`config.mk`:
```
export PLATFORM = sky130hd
export DESIGN_NAME = muldiv_seq
export DESIGN_NICKNAME = d
export VERILOG_FILES = /design/src/rtl/cpu_pkg.sv /design/src/rtl/alu.sv /design/src/rtl/muldiv_seq.sv
export SDC_FILE = /design/constraint.sdc
export NUM_CORES = 1
export LEC_CHECK = 0
export CORE_UTILIZATION = 52
export DETAILED_ROUTE_END_ITERATION = 10
export HOLD_SLACK_MARGIN = 0.02
export PLACE_DENSITY_LB_ADDON = 0.3
export SETUP_SLACK_MARGIN = 0.4
export SLEW_MARGIN = 10
export SYNTH_ARGS = -nofsm -noshare
export SYNTH_HDL_FRONTEND = slang
export SYNTH_SLANG_ARGS = --single-unit
```
`constraint.sdc`:
```
create_clock -name clk_i -period 4.55 [get_ports clk_i]
set_input_delay 1.1375 -clock clk_i [delete_from_list [all_inputs] [get_ports clk_i]]
set_output_delay 1.1375 -clock clk_i [all_outputs]
set_load 0.02 [all_outputs]
```
`src/rtl/cpu_pkg.sv`:
```
// Shared CPU definitions: ALU operation codes, multiply/divide op select and
// the muldiv sequencer state encoding.
package cpu_pkg;

  localparam logic [2:0] ALU_ADD = 3'b000;
  localparam logic [2:0] ALU_SUB = 3'b001;
  localparam logic [2:0] ALU_AND = 3'b010;
  localparam logic [2:0] ALU_OR  = 3'b011;

  localparam logic MD_MUL = 1'b0;
  localparam logic MD_DIV = 1'b1;

  typedef enum logic [1:0] {
    StIdle,
    StRun,
    StDone
  } md_state_t;

endpackage

```
`src/rtl/alu.sv`:
```
// Combinational ALU.
//   a_i, b_i     operands
//   alu_code_i   operation (ALU_ADD / ALU_SUB / ALU_AND / ALU_OR)
//   result_o     result word
//   carry_o      carry out of ADD, borrow out of SUB, 0 otherwise
//   is_zero_o    result_o == 0
module alu import cpu_pkg::*; #(
  parameter int unsigned Width = 16
) (
  input  logic [Width-1:0] a_i,
  input  logic [Width-1:0] b_i,
  input  logic [2:0]       alu_code_i,
  output logic [Width-1:0] result_o,
  output logic             carry_o,
  output logic             is_zero_o
);

  logic [Width:0] ext;

  always_comb begin
    ext = '0;
    case (alu_code_i)
      ALU_ADD: ext = {1'b0, a_i} + {1'b0, b_i};
      ALU_SUB: ext = {1'b0, a_i} - {1'b0, b_i};
      ALU_AND: ext = {1'b0, a_i & b_i};
      ALU_OR:  ext = {1'b0, a_i | b_i};
      default: ext = {1'b0, a_i};
    endcase
  end

  assign result_o  = ext[Width-1:0];
  assign carry_o   = ext[Width];
  assign is_zero_o = (ext[Width-1:0] == '0);

endmodule

```
`src/rtl/muldiv_seq.sv`:
```
// Multi-cycle unsigned multiply (shift-add) / divide (restoring) sequencer.
//   clk_i, rst_i      clock, synchronous active-high reset
//   start_i, op_i     request pulse and op (MD_MUL / MD_DIV), taken in idle only
//   a_i, b_i          multiplicand/dividend and multiplier/divisor
//   busy_o            high while running or done
//   done_o            one-cycle completion pulse
//   res_lo_o/res_hi_o product low/high, or quotient/remainder
//   div0_o, zero_o    divide-by-zero and all-zero result flags, valid with done
module muldiv_seq import cpu_pkg::*; #(
  parameter int unsigned Width = 16
) (
  input  logic             clk_i,
  input  logic             rst_i,
  input  logic             start_i,
  input  logic             op_i,
  input  logic [Width-1:0] a_i,
  input  logic [Width-1:0] b_i,
  output logic             busy_o,
  output logic             done_o,
  output logic [Width-1:0] res_lo_o,
  output logic [Width-1:0] res_hi_o,
  output logic             div0_o,
  output logic             zero_o
);

  localparam int unsigned CntW = $clog2(Width);

  md_state_t       state_q, state_d;
  logic [CntW-1:0] cnt_q, cnt_d;
  logic            op_q, op_d;
  logic [Width-1:0] hi_q, hi_d;    // acc (MUL) / rem (DIV)
  logic [Width-1:0] lo_q, lo_d;    // q for both ops
  logic [Width-1:0] opb_q, opb_d;  // m (MUL) / d (DIV)
  logic             busy_q, busy_d, done_q, done_d;
  logic [Width-1:0] res_lo_q, res_lo_d, res_hi_q, res_hi_d;
  logic             div0_q, div0_d, zero_q, zero_d;

  logic [Width-1:0] alu_a, alu_res;
  logic [2:0]       alu_code;
  logic             alu_carry, unused_alu_zero;
  logic [Width:0]   div_s;
  logic             div_ge;
  logic [2*Width:0] mul_cat;
  logic             unused_mul_lsb;

  assign div_s    = {hi_q, lo_q[Width-1]};
  assign div_ge   = div_s[Width] | (div_s[Width-1:0] >= opb_q);
  assign alu_code = (op_q == MD_DIV) ? ALU_SUB : ALU_ADD;
  assign alu_a    = (op_q == MD_DIV) ? div_s[Width-1:0] : hi_q;

  alu #(
    .Width(Width)
  ) u_alu (
    .a_i       (alu_a),
    .b_i       (opb_q),
    .alu_code_i(alu_code),
    .result_o  (alu_res),
    .carry_o   (alu_carry),
    .is_zero_o (unused_alu_zero)
  );

  always_comb begin
    state_d        = state_q;
    cnt_d          = cnt_q;
    op_d           = op_q;
    hi_d           = hi_q;
    lo_d           = lo_q;
    opb_d          = opb_q;
    res_lo_d       = res_lo_q;
    res_hi_d       = res_hi_q;
    div0_d         = div0_q;
    mul_cat        = '0;
    unused_mul_lsb = 1'b0;

    unique case (state_q)
      StIdle: begin
        if (start_i) begin
          if (op_i == MD_DIV && b_i == '0) begin
            state_d  = StDone;
            res_lo_d = '1;
            res_hi_d = a_i;
            div0_d   = 1'b1;
          end else begin
            state_d = StRun;
            op_d    = op_i;
            hi_d    = '0;
            lo_d    = a_i;
            opb_d   = b_i;
            cnt_d   = CntW'(Width - 1);
          end
        end
      end
      StRun: begin
        if (op_q == MD_MUL) begin
          // 33-bit {carry, acc/sum, q}; dropping the LSB is the right shift.
          mul_cat = lo_q[0] ? {alu_carry, alu_res, lo_q} : {1'b0, hi_q, lo_q};
          {hi_d, lo_d, unused_mul_lsb} = mul_cat;
        end else begin
          hi_d = div_ge ? alu_res : div_s[Width-1:0];
          lo_d = {lo_q[Width-2:0], div_ge};
        end
        if (cnt_q == '0) begin
          state_d  = StDone;
          res_lo_d = lo_d;
          res_hi_d = hi_d;
          div0_d   = 1'b0;
        end else begin
          cnt_d = cnt_q - CntW'(1);
        end
      end
      StDone:  state_d = StIdle;
      default: state_d = StIdle;
    endcase

    zero_d = (res_lo_d == '0) && (res_hi_d == '0);
    busy_d = (state_d != StIdle);
    done_d = (state_d == StDone);
  end

  always_ff @(posedge clk_i) begin
    if (rst_i) begin
      state_q  <= StIdle;
      cnt_q    <= '0;
      op_q     <= MD_MUL;
      hi_q     <= '0;
      lo_q     <= '0;
      opb_q    <= '0;
      busy_q   <= 1'b0;
      done_q   <= 1'b0;
      res_lo_q <= '0;
      res_hi_q <= '0;
      div0_q   <= 1'b0;
      zero_q   <= 1'b1;
    end else begin
      state_q  <= state_d;
      cnt_q    <= cnt_d;
      op_q     <= op_d;
      hi_q     <= hi_d;
      lo_q     <= lo_d;
      opb_q    <= opb_d;
      busy_q   <= busy_d;
      done_q   <= done_d;
      res_lo_q <= res_lo_d;
      res_hi_q <= res_hi_d;
      div0_q   <= div0_d;
      zero_q   <= zero_d;
    end
  end

  assign busy_o   = busy_q;
  assign done_o   = done_q;
  assign res_lo_o = res_lo_q;
  assign res_hi_o = res_hi_q;
  assign div0_o   = div0_q;
  assign zero_o   = zero_q;

endmodule
```
==> reports/metrics.yaml, run 1 <==
outcome:
  outcome: "finished clean"
global_route:
  tot_gr_track_use_pct: 31.3
  grt_max_degree: 52
  global_route.overflow_total: 0
  grt_first_pass_wirelength_um: 31900
  grt_pass1_vias: 6231
  number_of_antenna_violations_at_the_first_check_in_global_routing: 0
sta:
  finalSetupViolCount: 0
  slew_violations: 0
  timing.max_slew.rel_slack_pct: 36.6
  fmaxAchievable_mhz: 253
  final_hold_viol_count: 0
  setup_slack_ns: 0.596
  tightestPinTransition_ns: 0.944
  fin_setup_tns_ns: 0
  rsz0062_at_grt: "no"
  period_minus_slack_ns: 3.95
  fin_crit_sh_pct: 86.9
  clock_skew_ns: 0.00798
layout:
  post_route_cells_drive_above_1_share_pct: 7.96
  layout-area-overhead-vs-synth_pct: 17.7
  nets: 996
  fill_cells: 1076
  multiInputGateArea_um2: 4420
  antenna_cells_inserted: 0
  final_cell_area_um2: 7740
  seq_area_um2: 1830
  core_utilization_of_the_finished_layout_pct: 63.6
setup_path:
  startpoint: "opb_q[2]$_SDFFE_PP0P_"
  worstSetupPathType: "reg -> reg"
  cp_data_required_time_ns: 4.79
  timing.reg2reg.worst_path_depth: 14
  reg2reg_setup_slack_ns: 0.60
  rr_endpoint: "zero_o$_SDFF_PP1_"
  r2r-start: "opb_q[2]$_SDFFE_PP0P_"
  crit_path_max_fanout: 9
  setup.worst_path.start_class: "flop"
  endpoint: "zero_o$_SDFF_PP1_"
  cp.arrival_ns: 4.20
  critical_path.endpoint_type: "flop"
clocking:
  root_buffer: "clkbuf_16"
  numClockSinks: 91
  ctsHtreeMaxLevel: 3
  cts_hold_repair.buffers: 0
  clk_path_buf_depth: 2
  cts_made_buffers: 9
  clkSlewWorstSetupHoldPaths_ns: 0.07
  worst_skew_pair.late_latency_ns: 0.35
  tritoncts: "yes"
synthesis:
  synth.cell_area_um2: 6580
  syn_area_per_cell_um2: 7.45
  synthDistinctLibCells: 73
  ys_ff_latch: 91
  synth_nets: 953
  synthesis.instances: 882
  synthesis.yosys.warnings: 0
  ys.flop_type: "dfxtp_1"
  synth-edff-count: 0
  ys_async_sr_fraction_pct: 0
  ys_seq_area_share_pct: 27.7
floorplanning:
  initial_utilization_pct: 54.1
  fp.dieW_um: 114
  standard_cell_row_count: 40
  floorplan.io_pins: 72
  floorplan.die.height_um: 114
  fp.dieArea_um2: 13100
  core_area_um2: 12200
power:
  power.ir.vdd_worst_mv: 0.304
  power_mw: 2.96
  p_leak_nw: 2.96
  pwr_cell_area_nw_per_um2: 383
place:
  io_buffers: 71
  placedInstanceArea_um2: 7420
  placer_congestion_estimate: 0.942
  hpwl_um: 14400
  dpl_worst_slack_ns: 0.393
detailed_routing:
  routed-via-count: 6776
  detail_route.wl_per_cell_um: 17.9
  drt-total-wl_um: 19600
  routed_via_density: 6.17
  drt_first_iter_violations: 627
  drt_pre_antenna_iters: 5
  ant_nets: 0
  drcViolationCount: 0
hold_path:
  timing.hold.worst.class: "reg -> reg"
  whs_path_cells: 2
job:
  max_cap_viol_count: 0
## synth_stat cells, drive strengths merged (8+ instances only)
library cell / n / share of area [%]
a22oi: 17 / 1.9
a21oi: 95 / 7.2
nor2b: 13 / 1.2
nand4: 8 / 0.76
dfxtp: 91 / 28
nor4: 8 / 0.99
a31oi: 12 / 1.1
clkbuf: 51 / 2.9
nand3: 19 / 1.4
nand2: 103 / 5.9
mux2i: 23 / 3.5
xnor2: 19 / 2.5
inv: 32 / 1.8
ha: 34 / 6.5
buf: 8 / 0.69
nor3: 24 / 1.8
mux2: 18 / 3.1
nor2: 107 / 6.1
o21ai: 45 / 3.4
or2: 8 / 0.76
a211oi: 25 / 2.9
## stage by stage
stage / hold WS, ns / std cells
floorplan: 0.446 / 882
global placement: 0.460 / 1082
detailed placement: 0.469 / 1082
CTS: 0.477 / 1098
global route: 0.495 / 1098
finish: 0.478 / 1098
## critical path, stage by stage (launching register included)
cell and delay, ns:
dfxtp_1 0.34, nor3_1 0.23, and3_2 0.31, a31oi_1 0.12, xnor2_1 0.15, ha_1 0.39, a2111o_1 0.49, o211a_1 0.24
o41ai_2 0.39, xnor2_1 0.21, a211oi_1 0.11, a31oi_1 0.23, o221ai_1 0.19, and3_1 0.22, a41o_1 0.23
## worst min-delay path by stage
stage | from | to | slack (ns)
2_1_floorplan | opb_q[1]$_SDFFE_PP0P_ | opb_q[1]$_SDFFE_PP0P_ | 0.45
3_3_place_gp | opb_q[1]$_SDFFE_PP0P_ | opb_q[1]$_SDFFE_PP0P_ | 0.46
3_5_place_dp | opb_q[1]$_SDFFE_PP0P_ | opb_q[1]$_SDFFE_PP0P_ | 0.47
4_1_cts | opb_q[1]$_SDFFE_PP0P_ | opb_q[1]$_SDFFE_PP0P_ | 0.48
5_1_grt | opb_q[1]$_SDFFE_PP0P_ | opb_q[1]$_SDFFE_PP0P_ | 0.49
6_report | opb_q[1]$_SDFFE_PP0P_ | opb_q[1]$_SDFFE_PP0P_ | 0.48
## logic make-up (layout without fill, tap and decap cells)
| kind of cell | Yosys count | in the layout | synth area share (%) |
|---|---|---|---|
| compound gates | 272 | 272 | 27.0 |
| xor+xnor | 25 | 25 | 3.33 |
| fa+ha+maj | 35 | 35 | 6.77 |
| buf+inv | 93 | 141 | 5.54 |
| flops | 91 | 91 | 27.7 |
| mux | 41 | 41 | 6.64 |
| simple gates | 325 | 325 | 23.0 |
## repair_timing
item	CTS	global route
hold endpoints to repair	0	0
resized for setup	0	7
buffers inserted	0	0
setup endpoints to repair	0	1
## power breakdown
group	switching, mW	internal [mW]	total [mW]
Sequential	0.0855	0.869	0.955
Clock	0.334	0.406	0.740
Combinational	0.745	0.525	1.27
## routing by layer
metal / track usage [%] / up-vias / routed length (um)
li1: - / 3276 / -
met1: 44.4 / 3163 / 8940
met2: 47.4 / 293 / 8410
met3: 4.45 / 44 / 1720
met4: 12.7 / 0 / 531
met5: 0 / - / 0
## layout make-up
cell class	instances	share of cell area, %
Tap cell	168	2.72
Inverter	34	1.65
Clock buffer	12	3.32
Clock inverter	4	0.421
Sequential cell	91	23.6
Timing Repair Buffer	91	11.2
Multi-Input combinational cell	698	57.1
## cell usage in the layout (no fill, tap or decap), types with 4 or more instances in the layout
cell type and n:
a211o_1 6, a211oi_1 25, a21o_1 7, a21oi_1 94
a221oi_1 5, a22oi_1 17, a2bb2oi_1 4, a31oi_1 12
and3_1 4, buf_4 19, clkbuf_16 9, clkdlybuf4s50_1 70
dfxtp_1 90, ha_1 33, inv_1 32, mux2_2 16
mux2i_1 23, nand2_1 103, nand2b_1 6, nand3_1 19
nand4_1 8, nor2_1 107, nor2b_1 12, nor3_1 23
nor4_1 7, o211ai_1 5, o21a_1 5, o21ai_0 44
o22ai_1 7, o31ai_1 5, or2_2 6, or3_1 4
or4_1 4, xnor2_1 19, xor2_1 6
## flip-flops by register name (all words and copies together), names as in the netlist, 2 cells and up
name      cells
hi_q         16
res_lo_o     16
lo_q         16
cnt_q         4
state_q       2
opb_q        16
res_hi_o     16
Note: power is estimated with default switching activity, not from simulation.
==> inputs of run 2 (changes only) <==
--- a/config.mk
+++ b/config.mk
@@ -5,7 +5,8 @@
 export SDC_FILE = /design/constraint.sdc
 export NUM_CORES = 1
 export LEC_CHECK = 0
-export CORE_UTILIZATION = 52
+export ABC_AREA = 1
+export CORE_UTILIZATION = 53
 export DETAILED_ROUTE_END_ITERATION = 10
 export HOLD_SLACK_MARGIN = 0.02
 export PLACE_DENSITY_LB_ADDON = 0.3
==> run 2 against run 1 <==
  * Sequential power rose by 2.9%
  * Synthesized cell count rose by 32%
  * Worst hold slack got worse by 0.012 ns
  * Register-to-register slack improved by 0.19 ns
  * First-iteration DRC count rose by 23%
  * Sequential share of layout area fell by 0.86 points
  * Critical path type unchanged
  * Critical endpoint unchanged
==> reports/metrics.yaml, run 2 <==
outcome:
  outcome: "finished clean"
floorplanning:
  floorplan.io_pins: 72
  standard_cell_row_count: 41
  fp.dieW_um: 116
  initial_utilization_pct: 54.6
  floorplan.die.height_um: 116
  core_area_um2: 12700
  fp.dieArea_um2: 13600
clocking:
  clk_path_buf_depth: 2
  tritoncts: "yes"
  cts_made_buffers: 9
  worst_skew_pair.late_latency_ns: 0.36
  clkSlewWorstSetupHoldPaths_ns: 0.07
  post_cts_buffers: 0
  ctsHtreeMaxLevel: 3
  cts-resized-gates: 0
  numClockSinks: 91
  root_buffer: "clkbuf_16"
  cts_hold_repair.buffers: 0
global_route:
  grt_max_degree: 59
  grt_pass1_vias: 6735
  tot_gr_track_use_pct: 33.2
  number_of_antenna_violations_at_the_first_check_in_global_routing: 0
  global_route.overflow_total: 0
  grt_first_pass_wirelength_um: 34400
sta:
  period_minus_slack_ns: 3.77
  fin_crit_sh_pct: 82.8
  fmaxAchievable_mhz: 265
  fin_setup_tns_ns: 0
  final_hold_viol_count: 0
  slew_violations: 0
  tightestPinTransition_ns: 0.933
  rsz0062_at_grt: "no"
  finalSetupViolCount: 0
  clock_skew_ns: 0.0136
  timing.max_slew.rel_slack_pct: 37.7
setup_path:
  setup.worst_path.start_class: "flop"
  crit_path_cell_trace: "inv_2 > nand2_1 > o21ai_0 > xor2_1 > inv_1 > ha_1 > nand2_1 > nor2_1 > nand3_1 > nand4_1 > nand2_1 > nand2_1 > nand3_1 > nand3_1 > nand2_1 > nand2_1 > nand3_1 > nor2_1 > nand2_1 > nor2_1 > nand2_1 > nand2_1"
  critical_path.endpoint_type: "flop"
  cell_type_of_the_slowest_stage_on_the_worst_timing_path: "dfxtp_2"
  rr_endpoint: "zero_o$_SDFF_PP1_"
  r2r-start: "op_q$_SDFFE_PP0P_"
  timing.critical_path.mode_cell: "nand2_1"
  timing.reg2reg.worst_path_depth: 22
  critical-path-top-delay-family: "simple AND/OR/NAND/NOR gates"
  crit_path_max_fanout: 30
  critPathMaxStageDelay_ns: 0.69
  cp.arrival_ns: 4.06
  worstPathBufferInverterCount: 2
  cp_data_required_time_ns: 4.84
  worstSetupPathType: "reg -> reg"
  reg2reg_setup_slack_ns: 0.78
synthesis:
  synth.most_common_cell: "nand2_1"
  synth_nets: 1234
  yosys-top-cells-area: "dfxtp_1, nand2_1, inv_1"
  synth_area_leader_cell: "dfxtp_1"
  synth_top_area_share_pct: 26.2
  syn_area_per_cell_um2: 5.97
  synth-edff-count: 0
  ys_async_sr_fraction_pct: 0
  ys_ff_latch: 91
  synthesis.yosys.warnings: 0
  synthDistinctLibCells: 40
  yosys-top-cells-count: "nand2_1, inv_1, a21oi_1"
  synthesis.instances: 1163
  ys.flop_type: "dfxtp_1"
  ys_seq_area_share_pct: 26.2
  synth.cell_area_um2: 6940
detailed_routing:
  drt_pre_antenna_iters: 6
  drt-total-wl_um: 21400
  routed-via-count: 7658
  ant_nets: 0
  drt_first_iter_violations: 769
  detail_route.wl_per_cell_um: 15.6
  routed_via_density: 5.56
  drcViolationCount: 0
layout:
  nets: 1274
  fill_cells: 1283
  post_route_cells_drive_above_1_share_pct: 3.57
  layout_commonest_cell: "nand2_1"
  core_utilization_of_the_finished_layout_pct: 63.0
  final_cell_mix: "nand2_1, inv_1, a21oi_1"
  antenna_cells_inserted: 0
  final_cell_area_um2: 8020
  post_layout_nonfiller_instances: 1378
  layout-area-overhead-vs-synth_pct: 15.5
power:
  comb_power_share_pct: 43.4
  power.switching_mw: 1.30
  pwr_cell_area_nw_per_um2: 395
  p_leak_nw: 3.84
  power_mw: 3.17
  power.ir.vdd_worst_mv: 0.279
  pwr-share-clk_pct: 25.6
  intPower_mw: 1.87
  power.sequential.fraction_pct: 31.0
  p_sw_share_pct: 40.9
hold_path:
  min-delay-start: "cnt_q[0]$_SDFFE_PP0P_"
  timing.hold.worst.class: "reg -> reg"
  holdPathEnd: "cnt_q[0]$_SDFFE_PP0P_"
  whs_path_cells: 1
place:
  place_inst: 1364
  placer_congestion_estimate: 0.948
  hpwl_um: 16400
  placedInstanceArea_um2: 7700
  io_buffers: 71
job:
  max_cap_viol_count: 0
run 2: changes by cell type after synthesis, sizes merged, moves of 16 or more:
cell    change
a211oi     -16
a21oi      +18
clkbuf     -23
inv       +131
mux2       -18
mux2i      -23
nand2     +226
nand3      +69
nor3       -19
o21ai      +45
xnor2      -18
run 2: power by group through the flow:
stage          Clock [mW]  Combinational, mW  Sequential [mW]
6_report            0.810               1.38            0.983
4_1_cts             0.814               1.35            0.979
2_1_floorplan           0              0.935             1.01
3_5_place_dp            0               1.34            0.996
5_1_grt             0.847               1.54            0.993
3_3_place_gp            0               1.33            0.995
run 2: cells by family after synthesis:
| group | count (synthesis) | synth area share [%] |
|---|---|---|
| compound gates | 258 | 20.3 |
| xor+xnor | 18 | 2.27 |
| fa+ha+maj | 35 | 6.41 |
| buf+inv | 213 | 12.0 |
| flops | 91 | 26.2 |
| simple gates | 548 | 32.8 |
run 2: worst max path at each step:
stage                        endpoint                  start  slack (ns)  cells past startpoint
finish              zero_o$_SDFF_PP1_      op_q$_SDFFE_PP0P_        0.78                     22
global route        zero_o$_SDFF_PP1_  opb_q[0]$_SDFFE_PP0P_        0.48                     26
CTS                 zero_o$_SDFF_PP1_      op_q$_SDFFE_PP0P_        0.90                     22
detailed placement  zero_o$_SDFF_PP1_                   op_i        0.85                     18
global placement    zero_o$_SDFF_PP1_                   op_i        0.88                     18
floorplan           zero_o$_SDFF_PP1_      op_q$_SDFFE_PP0P_        1.33                     25
run 2: per-stage QoR:
step	worst slack [ns]	hold WS, ns
2_1_floorplan	1.33	0.431
3_3_place_gp	0.878	0.452
3_5_place_dp	0.854	0.456
4_1_cts	0.896	0.465
5_1_grt	0.483	0.492
6_report	0.782	0.465
run 2: worst reg2reg max path, cell delays in order, from the launching register on:
cell     delay [ns]
dfxtp_2        0.69
inv_2          0.21
nand2_1        0.15
o21ai_0        0.12
xor2_1         0.29
inv_1          0.10
ha_1           0.36
nand2_1        0.11
nor2_1         0.26
nand3_1        0.15
nand4_1        0.12
nand2_1        0.13
nand2_1        0.09
nand3_1        0.08
nand3_1        0.17
nand2_1        0.13
nand2_1        0.10
nand3_1        0.07
nor2_1         0.13
nand2_1        0.06
nor2_1         0.10
nand2_1        0.06
nand2_1        0.05
run 2: layout make-up:
type,instances,area (um2),area share (%)
clock inverter,2,60.1,0.749
clock buffer,12,256,3.20
timing repair buffer,79,766,9.55
multi-input combinational,859,4290,53.5
tap,172,215,2.68
inverter,163,612,7.63
sequential,91,1820,22.7
run 2: metal layers:
metal / part of all wire, % / GRT usage [%]
met5: 0 / 0
met4: 2.8 / 12.1
met3: 10 / 8.30
met2: 42 / 49.3
met1: 45 / 46.2
==> inputs of run 3 (changes only) <==
==> constraint.sdc (replaced) <==
create_clock -name clk_i -period 3.3 [get_ports clk_i]
set_input_delay 0.825 -clock clk_i [delete_from_list [all_inputs] [get_ports clk_i]]
set_output_delay 0.825 -clock clk_i [all_outputs]
set_load 0.02 [all_outputs]
==> run 3 against run 2 <==
  * Worst hold slack worse by 0.00087 ns
  * Critical endpoint is now res_hi_o[13]$_SDFF_PP0_
  * Largest power group unchanged
  * Clock skew shrank 0.0024 ns
  * Sequential power is 38% higher
  * Sequential share of layout area decreased by 3.2 points
  * Worst setup slack worse by 0.85 ns
  * Via count rose by 11%
  * The flow now finishes with violations (setup timing)
  * Die area stayed put
  * Highest routed layer unchanged
==> reports/metrics.yaml, run 3 (synthesis gave the netlist of run 2 again) <==
global_route:
  number_of_antenna_violations_at_the_first_check_in_global_routing: 0
  grt_first_pass_wirelength_um: 37800
  grt_max_degree: 58
  tot_gr_track_use_pct: 36.3
  grt_pass1_vias: 7431
  global_route.overflow_total: 0
layout:
  antenna_cells_inserted: 0
  layout_commonest_cell: "nand2_1"
  nets: 1365
  final_cell_mix: "nand2_1, inv_1, a21oi_1"
  final_cell_area_um2: 9400
  post_route_cells_drive_above_1_share_pct: 21.3
  layout-area-overhead-vs-synth_pct: 35.3
sta:
  final_hold_viol_count: 0
  setup_slack_ns: -0.0647
  fin_crit_sh_pct: 102
  clock_skew_ns: 0.0111
  fmaxAchievable_mhz: 297
  timing.max_slew.rel_slack_pct: 38.1
  period_minus_slack_ns: 3.36
  rsz0062_at_grt: "yes"
  finalSetupViolCount: 3
  slew_violations: 0
  tightestPinTransition_ns: 0.927
outcome:
  outcome: "finished, violations left"
  violations: "setup timing"
setup_path:
  cp.arrival_ns: 3.65
  worstSetupPathType: "reg -> reg"
  critical_path.endpoint_type: "flop"
  timing.reg2reg.worst_path_depth: 23
  setup.worst_path.start_class: "flop"
  cp_data_required_time_ns: 3.59
  crit_path_max_fanout: 4
hold_path:
  whs_path_cells: 1
  timing.hold.worst.class: "reg -> reg"
floorplanning:
  fp.dieArea_um2: 13600
  core_area_um2: 12700
  floorplan.die.height_um: 116
  standard_cell_row_count: 41
  floorplan.io_pins: 72
  initial_utilization_pct: 54.6
  fp.dieW_um: 116
job:
  max_cap_viol_count: 0
detailed_routing:
  routed-via-count: 8523
  detail_route.wl_per_cell_um: 16.9
  drt_first_iter_violations: 1122
  ant_nets: 0
  drt_pre_antenna_iters: 7
  drcViolationCount: 0
  drt-total-wl_um: 24900
  routed_via_density: 5.79
clocking:
  numClockSinks: 91
  clkSlewWorstSetupHoldPaths_ns: 0.07
  root_buffer: "clkbuf_16"
  ctsHtreeMaxLevel: 3
  cts_made_buffers: 9
  clk_path_buf_depth: 2
  tritoncts: "yes"
  worst_skew_pair.late_latency_ns: 0.36
place:
  placer_congestion_estimate: 0.977
  placedInstanceArea_um2: 8190
  dpl_worst_slack_ns: -0.153
  hpwl_um: 17500
  io_buffers: 71
power:
  pwr_cell_area_nw_per_um2: 528
  power.ir.vdd_worst_mv: 0.360
  p_leak_nw: 4.39
-- run 3: final cells by class --
type                            count  area [um2]
Tap cell                          172         215
Fill cell                        1034        3320
Multi-Input combinational cell    859        4960
Sequential cell                    91        1830
Clock inverter                      4        33.8
Inverter                          163         621
Clock buffer                       12         256
Timing Repair inverter              1        7.51
Timing Repair Buffer              169        1470
-- run 3: per-stage QoR --
| step | utilization [%] | hold WS [ns] | power, mW | TNS, ns | instances |
|---|---|---|---|---|---|
| CTS | 70.2 | 0.466 | 4.66 | 0 | 1462 |
| global route | 73.9 | 0.483 | 5.22 | -0.577 | 1471 |
| detailed placement | 64.4 | 0.455 | 3.41 | -0.153 | 1428 |
| global placement | 64.4 | 0.452 | 3.39 | -0.0904 | 1428 |
| finish | 73.9 | 0.464 | 4.96 | -0.134 | 1471 |
| floorplan | - | 0.431 | 2.69 | 0 | 1163 |
-- run 3: power by group --
part           switching, mW  internal, mW  total, mW  leakage [nW]
sequential             0.129          1.23       1.36         0.749
combinational           1.56          1.03       2.58          3.50
clock                  0.466         0.558       1.02         0.139
total                   2.15          2.81       4.96          4.39
-- run 3: repair_timing --
item / CTS / global route
setup buffers: 18 / 8
hold buffers: 0 / 0
endpoints found under the setup margin: 15 / 25
gates cloned: 0 / 1
gates resized for setup: 81 / 103
pin swaps: 47 / 54
-- run 3: worst paths after layout --
path	startpoint	endpoint	slack, ns
worst max-delay path	opb_q[0]$_SDFFE_PP0P_	res_hi_o[13]$_SDFF_PP0_	-0.06
worst min-delay path	cnt_q[0]$_SDFFE_PP0P_	cnt_q[0]$_SDFFE_PP0P_	0.46
worst max register to register	opb_q[0]$_SDFFE_PP0P_	res_hi_o[13]$_SDFF_PP0_	-0.06
worst min register to register	cnt_q[0]$_SDFFE_PP0P_	cnt_q[0]$_SDFFE_PP0P_	0.46
-- run 3: per-layer routing --
| metal | global-route usage (%) | share of wire, % |
|---|---|---|
| met2 | 54.3 | 43 |
| met3 | 6.38 | 12 |
| met1 | 51.2 | 41 |
| met4 | 15.6 | 4.4 |
| met5 | 0 | 0 |
-- run 3: critical path, cell delays in order (launching register included) --
cell and delay (ns):
dfxtp_4 0.36, buf_6 0.12, nor3_4 0.20, nand3_2 0.15
o31ai_2 0.21, buf_4 0.19, nand2_2 0.06, xor2_1 0.16
inv_1 0.11, ha_4 0.33, nand2_4 0.07, nor2_1 0.23
a21oi_4 0.10, nand3_2 0.11, nand3_2 0.09, a21oi_2 0.15
nand2_2 0.08, nand2_1 0.08, nand2_1 0.06, nand2_1 0.07
nor2_2 0.05, buf_4 0.12, buf_4 0.12, nor2_1 0.09
